### src/rtl/xge_sync_pkg.sv
// Shared types and defaults for the MAC status event synchronizer.
// Imported by the toggle synchronizer channel and the Wishbone-side top.
package xge_sync_pkg;

    typedef enum logic {
        SYNC_INIT,
        SYNC_RUN
    } sync_state_t;

    localparam int XGE_NEVT        = 8;
    localparam int XGE_META_STAGES = 2;
    localparam int XGE_EVT_CNT_W   = 16;

endpackage

### src/rtl/toggle_edge_sync.sv
// One toggle-encoded event channel: metastability chain, previous-level flop
// and a registered edge pulse gated by the top-level enable.
module toggle_edge_sync
    import xge_sync_pkg::*;
#(
    parameter int META_STAGES = XGE_META_STAGES
) (
    input  logic clk,
    input  logic rst,
    input  logic tog,
    input  logic en,
    output logic pulse
);

    logic [META_STAGES-1:0] chain;
    logic                   prev;
    logic                   sync_last;

    assign sync_last = chain[META_STAGES-1];

    // Chain and prev keep loading while disabled so the first enabled
    // compare sees a settled level, not the reset value.
    always_ff @(posedge clk or posedge rst) begin
        if (rst) begin
            chain <= '0;
            prev  <= 1'b0;
            pulse <= 1'b0;
        end else begin
            chain <= {chain[META_STAGES-2:0], tog};
            prev  <= sync_last;
            pulse <= en & (sync_last ^ prev);
        end
    end

endmodule

### src/rtl/status_event_sync_wb.sv
// Wishbone-side receiver for toggle-encoded MAC status events: pulses,
// sticky pending/overflow bits, saturating counters with read-and-clear.
module status_event_sync_wb
    import xge_sync_pkg::*;
#(
    parameter int NEVT        = XGE_NEVT,
    parameter int META_STAGES = XGE_META_STAGES,
    parameter int CNT_W       = XGE_EVT_CNT_W,
    localparam int SEL_W      = (NEVT > 1) ? $clog2(NEVT) : 1
) (
    input  logic             wb_clk_i,
    input  logic             wb_rst_i,
    input  logic [NEVT-1:0]  evt_toggle_i,
    input  logic [NEVT-1:0]  int_mask_i,
    input  logic [NEVT-1:0]  pend_clr_i,
    input  logic             cnt_rd_i,
    input  logic [SEL_W-1:0] cnt_sel_i,
    output logic [NEVT-1:0]  evt_pulse_o,
    output logic [NEVT-1:0]  pend_o,
    output logic [NEVT-1:0]  ovf_o,
    output logic [CNT_W-1:0] cnt_data_o,
    output logic             cnt_valid_o,
    output logic             int_o
);

    localparam int INIT_W = $clog2(META_STAGES + 1);

    sync_state_t       state, state_nx;
    logic [INIT_W-1:0] init_cnt, init_cnt_nx;
    logic              sync_en;

    logic [CNT_W-1:0]  cnt_q [NEVT];
    logic [NEVT-1:0]   rd_hit;
    logic [CNT_W-1:0]  rd_data;

    always_ff @(posedge wb_clk_i or posedge wb_rst_i) begin
        if (wb_rst_i) begin
            state    <= SYNC_INIT;
            init_cnt <= '0;
        end else begin
            state    <= state_nx;
            init_cnt <= init_cnt_nx;
        end
    end

    // Pulses stay masked until the chains have flushed their reset state.
    always_comb begin
        state_nx    = state;
        init_cnt_nx = init_cnt;
        sync_en     = 1'b0;
        unique case (state)
            SYNC_INIT: begin
                if (init_cnt == INIT_W'(META_STAGES))
                    state_nx = SYNC_RUN;
                else
                    init_cnt_nx = init_cnt + INIT_W'(1);
            end
            SYNC_RUN: begin
                sync_en = 1'b1;
            end
            default: begin
                state_nx = SYNC_INIT;
            end
        endcase
    end

    for (genvar g = 0; g < NEVT; g++) begin : g_sync
        toggle_edge_sync #(
            .META_STAGES(META_STAGES)
        ) u_sync (
            .clk  (wb_clk_i),
            .rst  (wb_rst_i),
            .tog  (evt_toggle_i[g]),
            .en   (sync_en),
            .pulse(evt_pulse_o[g])
        );
    end

    always_comb begin
        rd_hit  = '0;
        rd_data = '0;
        for (int i = 0; i < NEVT; i++) begin
            if (cnt_rd_i && cnt_sel_i == SEL_W'(i)) begin
                rd_hit[i] = 1'b1;
                rd_data   = cnt_q[i];
            end
        end
    end

    // A pulse landing on the cycle of a read is kept as the new count.
    always_ff @(posedge wb_clk_i or posedge wb_rst_i) begin
        if (wb_rst_i) begin
            for (int i = 0; i < NEVT; i++)
                cnt_q[i] <= '0;
            ovf_o  <= '0;
            pend_o <= '0;
        end else begin
            for (int i = 0; i < NEVT; i++) begin
                if (rd_hit[i]) begin
                    cnt_q[i] <= evt_pulse_o[i] ? CNT_W'(1) : '0;
                    ovf_o[i] <= evt_pulse_o[i] & (&cnt_q[i]);
                end else if (evt_pulse_o[i]) begin
                    if (&cnt_q[i])
                        ovf_o[i] <= 1'b1;
                    else
                        cnt_q[i] <= cnt_q[i] + CNT_W'(1);
                end
                pend_o[i] <= evt_pulse_o[i] |
                             (pend_o[i] & ~pend_clr_i[i]);
            end
        end
    end

    always_ff @(posedge wb_clk_i or posedge wb_rst_i) begin
        if (wb_rst_i) begin
            cnt_data_o  <= '0;
            cnt_valid_o <= 1'b0;
            int_o       <= 1'b0;
        end else begin
            if (cnt_rd_i)
                cnt_data_o <= rd_data;
            cnt_valid_o <= cnt_rd_i;
            int_o       <= |(pend_o & int_mask_i);
        end
    end

endmodule

### config.mk
export PLATFORM = sky130hd
export DESIGN_NAME = status_event_sync_wb
export DESIGN_NICKNAME = d
export VERILOG_FILES = /design/src/rtl/xge_sync_pkg.sv /design/src/rtl/toggle_edge_sync.sv /design/src/rtl/status_event_sync_wb.sv
export SDC_FILE = /design/constraint.sdc
export NUM_CORES = 1
export LEC_CHECK = 0
export BUFFER_PORTS_ARGS = -buffer_cell sky130_fd_sc_hd__buf_2
export CAP_MARGIN = 20
export CORE_UTILIZATION = 35
export CTS_CLUSTER_DIAMETER = 80
export DETAILED_ROUTE_END_ITERATION = 6
export PLACE_DENSITY_LB_ADDON = 0.2
export SLEW_MARGIN = 20
export SYNTH_ARGS = -nofsm -noshare
export SYNTH_HDL_FRONTEND = slang
export SYNTH_HIERARCHICAL = 1
export SYNTH_SLANG_ARGS = --single-unit
### constraint.sdc
create_clock -name wb_clk_i -period 5.5 [get_ports wb_clk_i]
set_input_delay 1.1 -clock wb_clk_i [delete_from_list [all_inputs] [get_ports wb_clk_i]]
set_output_delay 1.1 -clock wb_clk_i [all_outputs]
set_load 0.005 [all_outputs]
## Word-level counts from Yosys, hierarchy flattened

Index checks and enable logic that the tools add are counted.

- Bits in registers: 197
- Output and inout bits: 42
- Logic and storage cells: 248
- Bits of input ports: 30

- $add $sub $neg: 9
- Equal/unequal tests: 16
- Multiplexer cells: 75
- Reduce and logical (&&, ||, !) cells: 51
- Bitwise gates (word level): 51

Operators by type and width:

| kind | count |
|---|---|
| $mux 16 | 32 |
| $add 16x1->16 const B | 8 |
| $reduce_and 16->1 | 8 |
| $mux 1 | 43 |
| $reduce_and 2->1 | 17 |
| $reduce_bool 2->1 | 16 |
| $and 1x1->1 | 24 |
| $ne 2x2->1 const B | 8 |
| $eq 3x3->1 const B | 4 |
| $not 1->1 | 10 |
| $and 8x8->8 | 1 |
| $logic_and 1x1->1 | 8 |
| $or 1x1->1 | 8 |
| $reduce_or 8->1 | 1 |
| $xor 1x1->1 | 8 |
| $eq 3x2->1 const B | 2 |
| $eq 3x1->1 const B | 1 |
| $logic_not 3->1 | 1 |
| $add 2x1->2 const B | 1 |
| $eq 2x2->1 const B | 1 |

## Logic depth before layout (Yosys ltp)

Gate-level depths: netlist (run 1).

- Depth in word-level cells: 10
- Depth in mapped cells: 7
- Mapped depth without buffers: 6

## By module

Netlist (run 1), hierarchy kept.

By module, submodules not included:

| module | cells an instance | area each (um^2) | seq. area each (um^2) | times used |
|---|---|---|---|---|
| status_event_sync_wb | 1056 | 9444.1 | 4129.0 | 1 |
| toggle_edge_sync | 7 | 118.9 | 100.1 | 8 |

## Worst setup path after synthesis (run 1)

No wires, ideal clock.

- Kind: input to register
- Start: in cnt_sel_i[1]
- End: reg cnt_data_o[12]
- Path slack: 3.071 ns
- Arrival: 2.309 ns
- Buffers on the path: 2
- Stages: 7
- Data required time: 5.380 ns
- Library setup time: 0.120 ns
- Path through: clkbuf_1 > buf_2 > mux2i_1 > nor2_1 > a21oi_1 > o21ai_0 > a31o_2

- Word-level cells in the longest chain between the ends: 10
- Elaborated cells on any way between the ends: 24
- Those cells by class: 7 x eq/ne; 8 x mux; 9 x reduce/logical

Ends and longest elaborated chain:

| element | RTL line | source |
|---|---|---|
| start, declared | status_event_sync_wb.sv:17 | `input logic [SEL_W-1:0] cnt_sel_i,` |
| $logic_not 3->1 | status_event_sync_wb.sv:83 | `if (cnt_rd_i && cnt_sel_i == SEL_W'(i)) begin` |
| $logic_and 1x1->1 | status_event_sync_wb.sv:83 |  |
| $mux 16 (7 in series) | status_event_sync_wb.sv:83 |  |
| $mux 16 (*) | status_event_sync_wb.sv:83 |  |
| end signal, assigned | status_event_sync_wb.sv:121 | `cnt_data_o <= rd_data;` |
| end, declared | status_event_sync_wb.sv:21 | `output logic [CNT_W-1:0] cnt_data_o,` |

Every way passes the cells marked *; elsewhere a longest branch is shown, timed or not.
A chain may end at the register's enable or synchronous reset.

## Worst setup path in the final report (run 1)

- Start: in cnt_sel_i[2]
- End: reg cnt_data_o[5]

Same word-level chain as after synthesis.

==> reports/qor.txt, run 1 <==
Slew Viols, Final -> 0
Reg area -> 4930 sq um
clk_skew -> 0.0179 ns
Synth Instances -> 1112
H-tree lvl count -> 4
slew margin rel. -> 32.8%
First-pass DRT Iterations -> 5
Cells after DPL -> 1523
DRT antenna net count -> 0
Mapped Nets -> 1151
Max Cap Viol -> 0
initial antenna violation count -> 0
largest net degree at the start of global routing -> 156
Initial DRC Count -> 911
Final period util -> 58.5%
Syn-to-layout area delta -> 13.1%
Lkg Pwr -> 4.94 nW
FFs w/ async S/R, synth -> 100%
Post-Syn Area per Cell -> 9.35 sq um
number of global-route vias before repair -> 8109
top-area cell type share of the netlist area -> 47.4%
fill count -> 2869
number of synthesized register bits -> 197
Critical Path Source -> cnt_sel_i[2]
Ant. Diodes -> 0
chain of cells forming the critical path -> buf_2 -> nand2_1 -> nor2_2 -> buf_4 -> a22oi_1 -> a21oi_1 -> a31o_2
Residual DRC -> 0
Hold Fails Final Rpt -> 0
Max clock buf depth -> 2
FP Rows -> 62
first-pass GRT wire length -> 46500 microns
FMAX -> 311 MHz
Final TNS setup -> 0 ns
global route overflow -> 0
hold wc startpoint -> g_sync[6].u_sync/chain[0]
RSZ-0062 raised after global routing -> false
port bufs -> 71
multi-input logic area -> 5160 sq um
synth cell count leaders -> dfrtp_1, nor2_1, nand2_1
post-CTS sizing -> 0
critical path endpoint category -> register
Final GP Congestion -> 0.865
Cell variety after synth -> 69
DP Wirelength -> 20900 microns
crit-path max cell delay -> 0.76 ns
Crit path arrival time -> 3.60 ns
Global Route Usage Sum -> 19.7%
CTS Buf Count -> 17
Tmin final -> 3.22 ns
critical path launch point type -> input pin
top cells by area, synth -> dfrtp_1, nor2_1, xnor2_1, a21oi_1, nand2_1
Crit-path slowest cell -> nor2_2
worst r2r src -> g_sync[1].u_sync/pulse
Die ar. -> 30400 sq um
layout cells sized above 1 -> 12.9%
Post-CTS Hold Buffers -> 0
CTS tree -> yes
CP max FO -> 39
io pins -> 72
Crit path max-delay family -> simple AND/OR/NAND/NOR gates
Setup-failing EPs final -> 0
postcts setup bufs -> 0
CTS Root Cell -> clkbuf_16
Via Count -> 8600
clk_lat worst skew -> 0.46 ns
Post-Synthesis Cell Area -> 10400 sq um
Die H -> 174 microns
Core Region -> 28900 sq um
Synth Flop Type -> dfrtp_1
clk slew on worst S/H paths -> 0.07 ns
Clock Sinks -> 197
Die Span X -> 174 microns
routed vias/inst -> 5.53
drt total wl -> 29000 microns
initial core utilization -> 35.9%
largest area contributor in the netlist -> dfrtp_1
CP Class -> in -> reg
number of enable flip-flop cells after synthesis -> 0
worst min-delay path class -> reg -> reg
power per cell area -> 344 nW/um^2
fin nets -> 1197
YS warnings -> 6
sequential share of the synthesized area -> 47.4%
WP data required -> 5.89 ns
VDD IR max -> 0.000204 V
top-count cell post-synth -> dfrtp_1
Least-Margin Pin Slew -> 1.00 ns
Final Non-Filler Cells -> 1555
Critical path buffers and inverters -> 2
DR WL/cell -> 18.6 microns
status -> completed
-- layer usage --
| layer | vias up | global-route usage (%) | share of wire, % |
|---|---|---|---|
| met5 | - | 0 | 0 |
| met4 | 0 | 5.77 | 1.4 |
| met3 | 29 | 3.70 | 5.7 |
| met2 | 248 | 29.5 | 44 |
| met1 | 4178 | 28.7 | 49 |
| li1 | 4145 | - | - |
-- cells by family after synthesis --
kind of cell	after synthesis	synth area share, %
compound gates	244	15.3
buf+inv	87	3.23
mux	33	3.41
simple gates	463	22.9
flops	197	47.4
xor+xnor	79	6.66
fa+ha+maj	9	1.08
-- area by class of cell --
| class | instances | share of cell area, % |
|---|---|---|
| multi-input cells | 828 | 43.9 |
| flip-flops and latches | 197 | 41.9 |
| well taps | 384 | 4.09 |
| repair buffers | 79 | 3.64 |
| clock buffers | 17 | 3.62 |
| clock inverters | 15 | 1.64 |
| inverters | 35 | 1.15 |
-- state kept, by name, indices dropped and copies added, names as in the netlist --
register	count
g_sync.u_sync/pulse	8
cnt_q	128
g_sync.u_sync/chain	16
int_o	1
init_cnt	2
pend_o	8
cnt_data_o	16
state	1
cnt_valid_o	1
g_sync.u_sync/prev	8
ovf_o	8
-- power by group --
group | internal [W] | switching, W | leakage, nW
Clock | 0.000694 | 0.000637 | 0.304
Sequential | 0.00167 | 0.000391 | 2.52
Combinational | 0.000291 | 0.000362 | 2.12
Total | 0.00265 | 0.00139 | 4.94
-- stage by stage --
stage          setup slack (ns)  area, sq um  utilization (%)  hold WS [ns]  total power (W)
6_report                   2.28        11800             40.6         0.353          0.00404
3_3_place_gp               1.99        11100             38.4         0.334          0.00272
3_5_place_dp               1.94        11100             38.4         0.338          0.00273
5_1_grt                    2.16        11800             40.6         0.359          0.00427
2_1_floorplan              2.30        10400                -         0.331          0.00241
4_1_cts                    2.41        11700             40.6         0.355          0.00406
-- path summary, 6_finish.rpt --
kind | endpoint | slack [ns] | depth (start not counted)
max | cnt_data_o[5] | 2.28 | 7
min | g_sync[6].u_sync/chain[1] | 0.35 | 0
max reg2reg | cnt_q[109] | 3.39 | 5
min reg2reg | g_sync[6].u_sync/chain[1] | 0.35 | 0
max in group asynchronous | cnt_q[11] | 3.65 | 3
min in group asynchronous | g_sync[6].u_sync/pulse | 0.62 | 2
-- cell usage in the layout (no fill, tap or decap), types with 40 or more instances in the layout --
cell type,n
dfrtp_1,197
nor2_1,143
nand2_1,80
buf_2,71
a21oi_1,68
o21ai_0,49
nand3_1,49
xnor2_1,45
nand4_1,40
No activity file was read; power rests on OpenSTA's default activity.
==> inputs of run 2 (changes only) <==
- clock period: 5.5 -> 2.6 ns (I/O delays scaled with it)
==> run 2 against run 1 <==
  * Total power is 110% higher
  * Non-clock buffer count grew 27
  * Critical path type is now reg -> reg
  * Largest power group unchanged
  * Wire length about the same
  * Count of clock-buffer cells in the layout rose by 1
  * Clock skew grew 0.0024 ns
  * Design area up 1.4%
  * Largest cell class unchanged
  * Setup slack worse by 1.7 ns
  * Critical endpoint is now cnt_q[67]
  * Clock power increased by 100%
  * Die area unchanged
  * Highest routed layer is now met5
  * Global-route usage hardly changed
  * Sequential power up 110%
  * Register-to-register slack lost 2.8 ns
==> reports/qor.txt, run 2 (synthesis results as in run 1) <==
Post-CTS Hold Buffers -> 0 (unchanged)
WL met3 -> 1700 microns (+2.5%)
Via Count -> 8662 (+0.72%)
number of global-route vias before repair -> 7964 (-1.8%)
initial core utilization -> 35.9% (unchanged)
Clock Sinks -> 197 (unchanged)
clk slew on worst S/H paths -> 0.08 ns (about the same)
Setup-failing EPs final -> 0 (unchanged)
largest net degree at the start of global routing -> 73 (-53%)
fill count -> 2879 (+0.35%)
WL met2 -> 12300 microns (-3.4%)
Cells after DPL -> 1550 (+1.8%)
switch share -> 34.3% (-0.062 points)
Die Span X -> 174 microns (unchanged)
Global Route Usage Sum -> 19.7% (-0.043 points)
port bufs -> 71 (unchanged)
routed vias/inst -> 5.48 (-1.0%)
clk_lat worst skew -> 0.45 ns (about the same)
fin nets -> 1224 (+2.3%)
Core Region -> 28900 sq um (unchanged)
Slew Viols, Final -> 0 (unchanged)
M1 wire length -> 14300 microns (+1.0%)
First-pass DRT Iterations -> 5 (unchanged)
Max Cap Viol -> 0 (unchanged)
postcts setup bufs -> 0 (unchanged)
DRT antenna net count -> 0 (unchanged)
Final Core Density -> 41.2% (+0.59 points)
Residual DRC -> 0 (unchanged)
Die H -> 174 microns (unchanged)
WP data required -> 2.91 ns (-2.98 ns)
FMAX -> 493 MHz
slew margin rel. -> 54.9% (+22 points)
multi-input logic area -> 5150 sq um (-0.27%)
flop-to-flop setup slack -> 0.57 ns (-2.82 ns)
CP Class -> reg -> reg
WHS -> 0.0579 ns (-0.295 ns)
initial antenna violation count -> 1 (+1)
CTS Buf Count -> 17 (unchanged)
critical path endpoint category -> register
status -> completed
H-tree lvl count -> 4 (unchanged)
CP max FO -> 8 (-79%)
Crit path arrival time -> 2.34 ns (-1.26 ns)
Hold Fails Final Rpt -> 0 (unchanged)
Tmin final -> 2.03 ns
Final Non-Filler Cells -> 1582 (+1.7%)
Initial DRC Count -> 919 (+0.88%)
critical path launch point type -> register
CTS tree -> yes
layout cells sized above 1 -> 14.7% (+1.8 points)
most common cell after layout, fill and taps aside -> dfrtp_1
io pins -> 72 (unchanged)
NetSw -> 0.00290 W (+110%)
drt total wl -> 29000 microns (about the same)
Comb pwr share -> 16.9% (+0.8 points)
CTS Root Cell -> clkbuf_16
Largest register FFs -> 128 (unchanged)
Clock Power Share -> 31.9% (-1.0 points)
post-CTS sizing -> 0 (unchanged)
Largest Register -> cnt_q
Reg area -> 4930 sq um (unchanged)
global route overflow -> 0 (unchanged)
Die ar. -> 30400 sq um (unchanged)
RSZ-0062 raised after global routing -> false
DP Wirelength -> 21400 microns (+2.8%)
clk_skew -> 0.0203 ns (+0.00240 ns)
Sequential Power Share -> 51.3% (+0.4 points)
Final TNS setup -> 0 ns (unchanged)
Lkg Pwr -> 5.06 nW (+2.3%)
VDD IR max -> 0.000543 V (+170%)
most frequent cells in the layout -> dfrtp_1, nor2_1, nand2_1
FP Rows -> 62 (unchanged)
highest routed metal layer -> met5
Ant. Diodes -> 0 (unchanged)
worst min-delay path class -> in -> async
internal power -> 0.00555 W (+110%)
Final period util -> 78.0%
first-pass GRT wire length -> 46100 microns (-0.76%)
Max clock buf depth -> 2 (unchanged)
Least-Margin Pin Slew -> 0.671 ns (-0.334 ns)
Syn-to-layout area delta -> 14.7%
Final GP Congestion -> 0.878 (+1.4%)
DR WL/cell -> 18.3 microns (-1.7%)
power per cell area -> 708 nW/um^2 (+110%)
top flop regs -> cnt_q (128), cnt_data_o (16), g_sync.u_sync/chain (16)
==> run 2: final timing paths <==
path	end	depth (start not counted)	startpoint
setup / recovery	cnt_q[67]	6	cnt_q[64]
hold / removal	g_sync[5].u_sync/chain[0]	2	wb_rst_i
setup reg to reg	cnt_q[67]	6	cnt_q[64]
hold reg to reg	g_sync[7].u_sync/chain[1]	0	g_sync[7].u_sync/chain[0]
max in group asynchronous	cnt_q[110]	3	wb_rst_i
min in group wb_clk_i	g_sync[6].u_sync/chain[0]	1	evt_toggle_i[6]
==> run 2: per-stage QoR <==
step           total power, W  instance area [sq um]  setup WS (ns)
6_report              0.00845                  11900          0.572
5_1_grt               0.00893                  11900          0.428
4_1_cts               0.00851                  11900          0.580
3_5_place_dp          0.00578                  11300          0.435
3_3_place_gp          0.00576                  11300          0.453
2_1_floorplan         0.00511                  10400        -0.0188
==> run 2: layout make-up <==
cell class,count,share of cell area (%)
clock inverter,14,1.32
timing repair buffer,106,5.39
inverter,35,1.13
clock buffer,18,3.60
sequential,197,41.3
multi-input combinational,828,43.2
tap,384,4.03
==> run 2: layer usage <==
layer  GRT usage (%)  vias up
met5               0        -
met4            6.94        2
met3            3.76       39
met2            28.1      248
met1            29.3     4166
li1                -     4207
==> run 2: worst max-delay path, stage by stage, from the launching register on <==
cell	delay, ns
dfrtp_1	0.41
ha_1	0.21
nand4_1	0.18
or4_1	0.70
nor2b_1	0.21
xnor2_1	0.14
nor2_1	0.05
==> run 2: power groups by stage <==
stage	Sequential [W]	Clock (W)	Combinational [W]
3_3_place_gp	0.00436	0	0.00140
4_1_cts	0.00430	0.00278	0.00143
3_5_place_dp	0.00436	0	0.00143
2_1_floorplan	0.00406	0	0.00105
6_report	0.00433	0.00269	0.00142
5_1_grt	0.00441	0.00289	0.00163
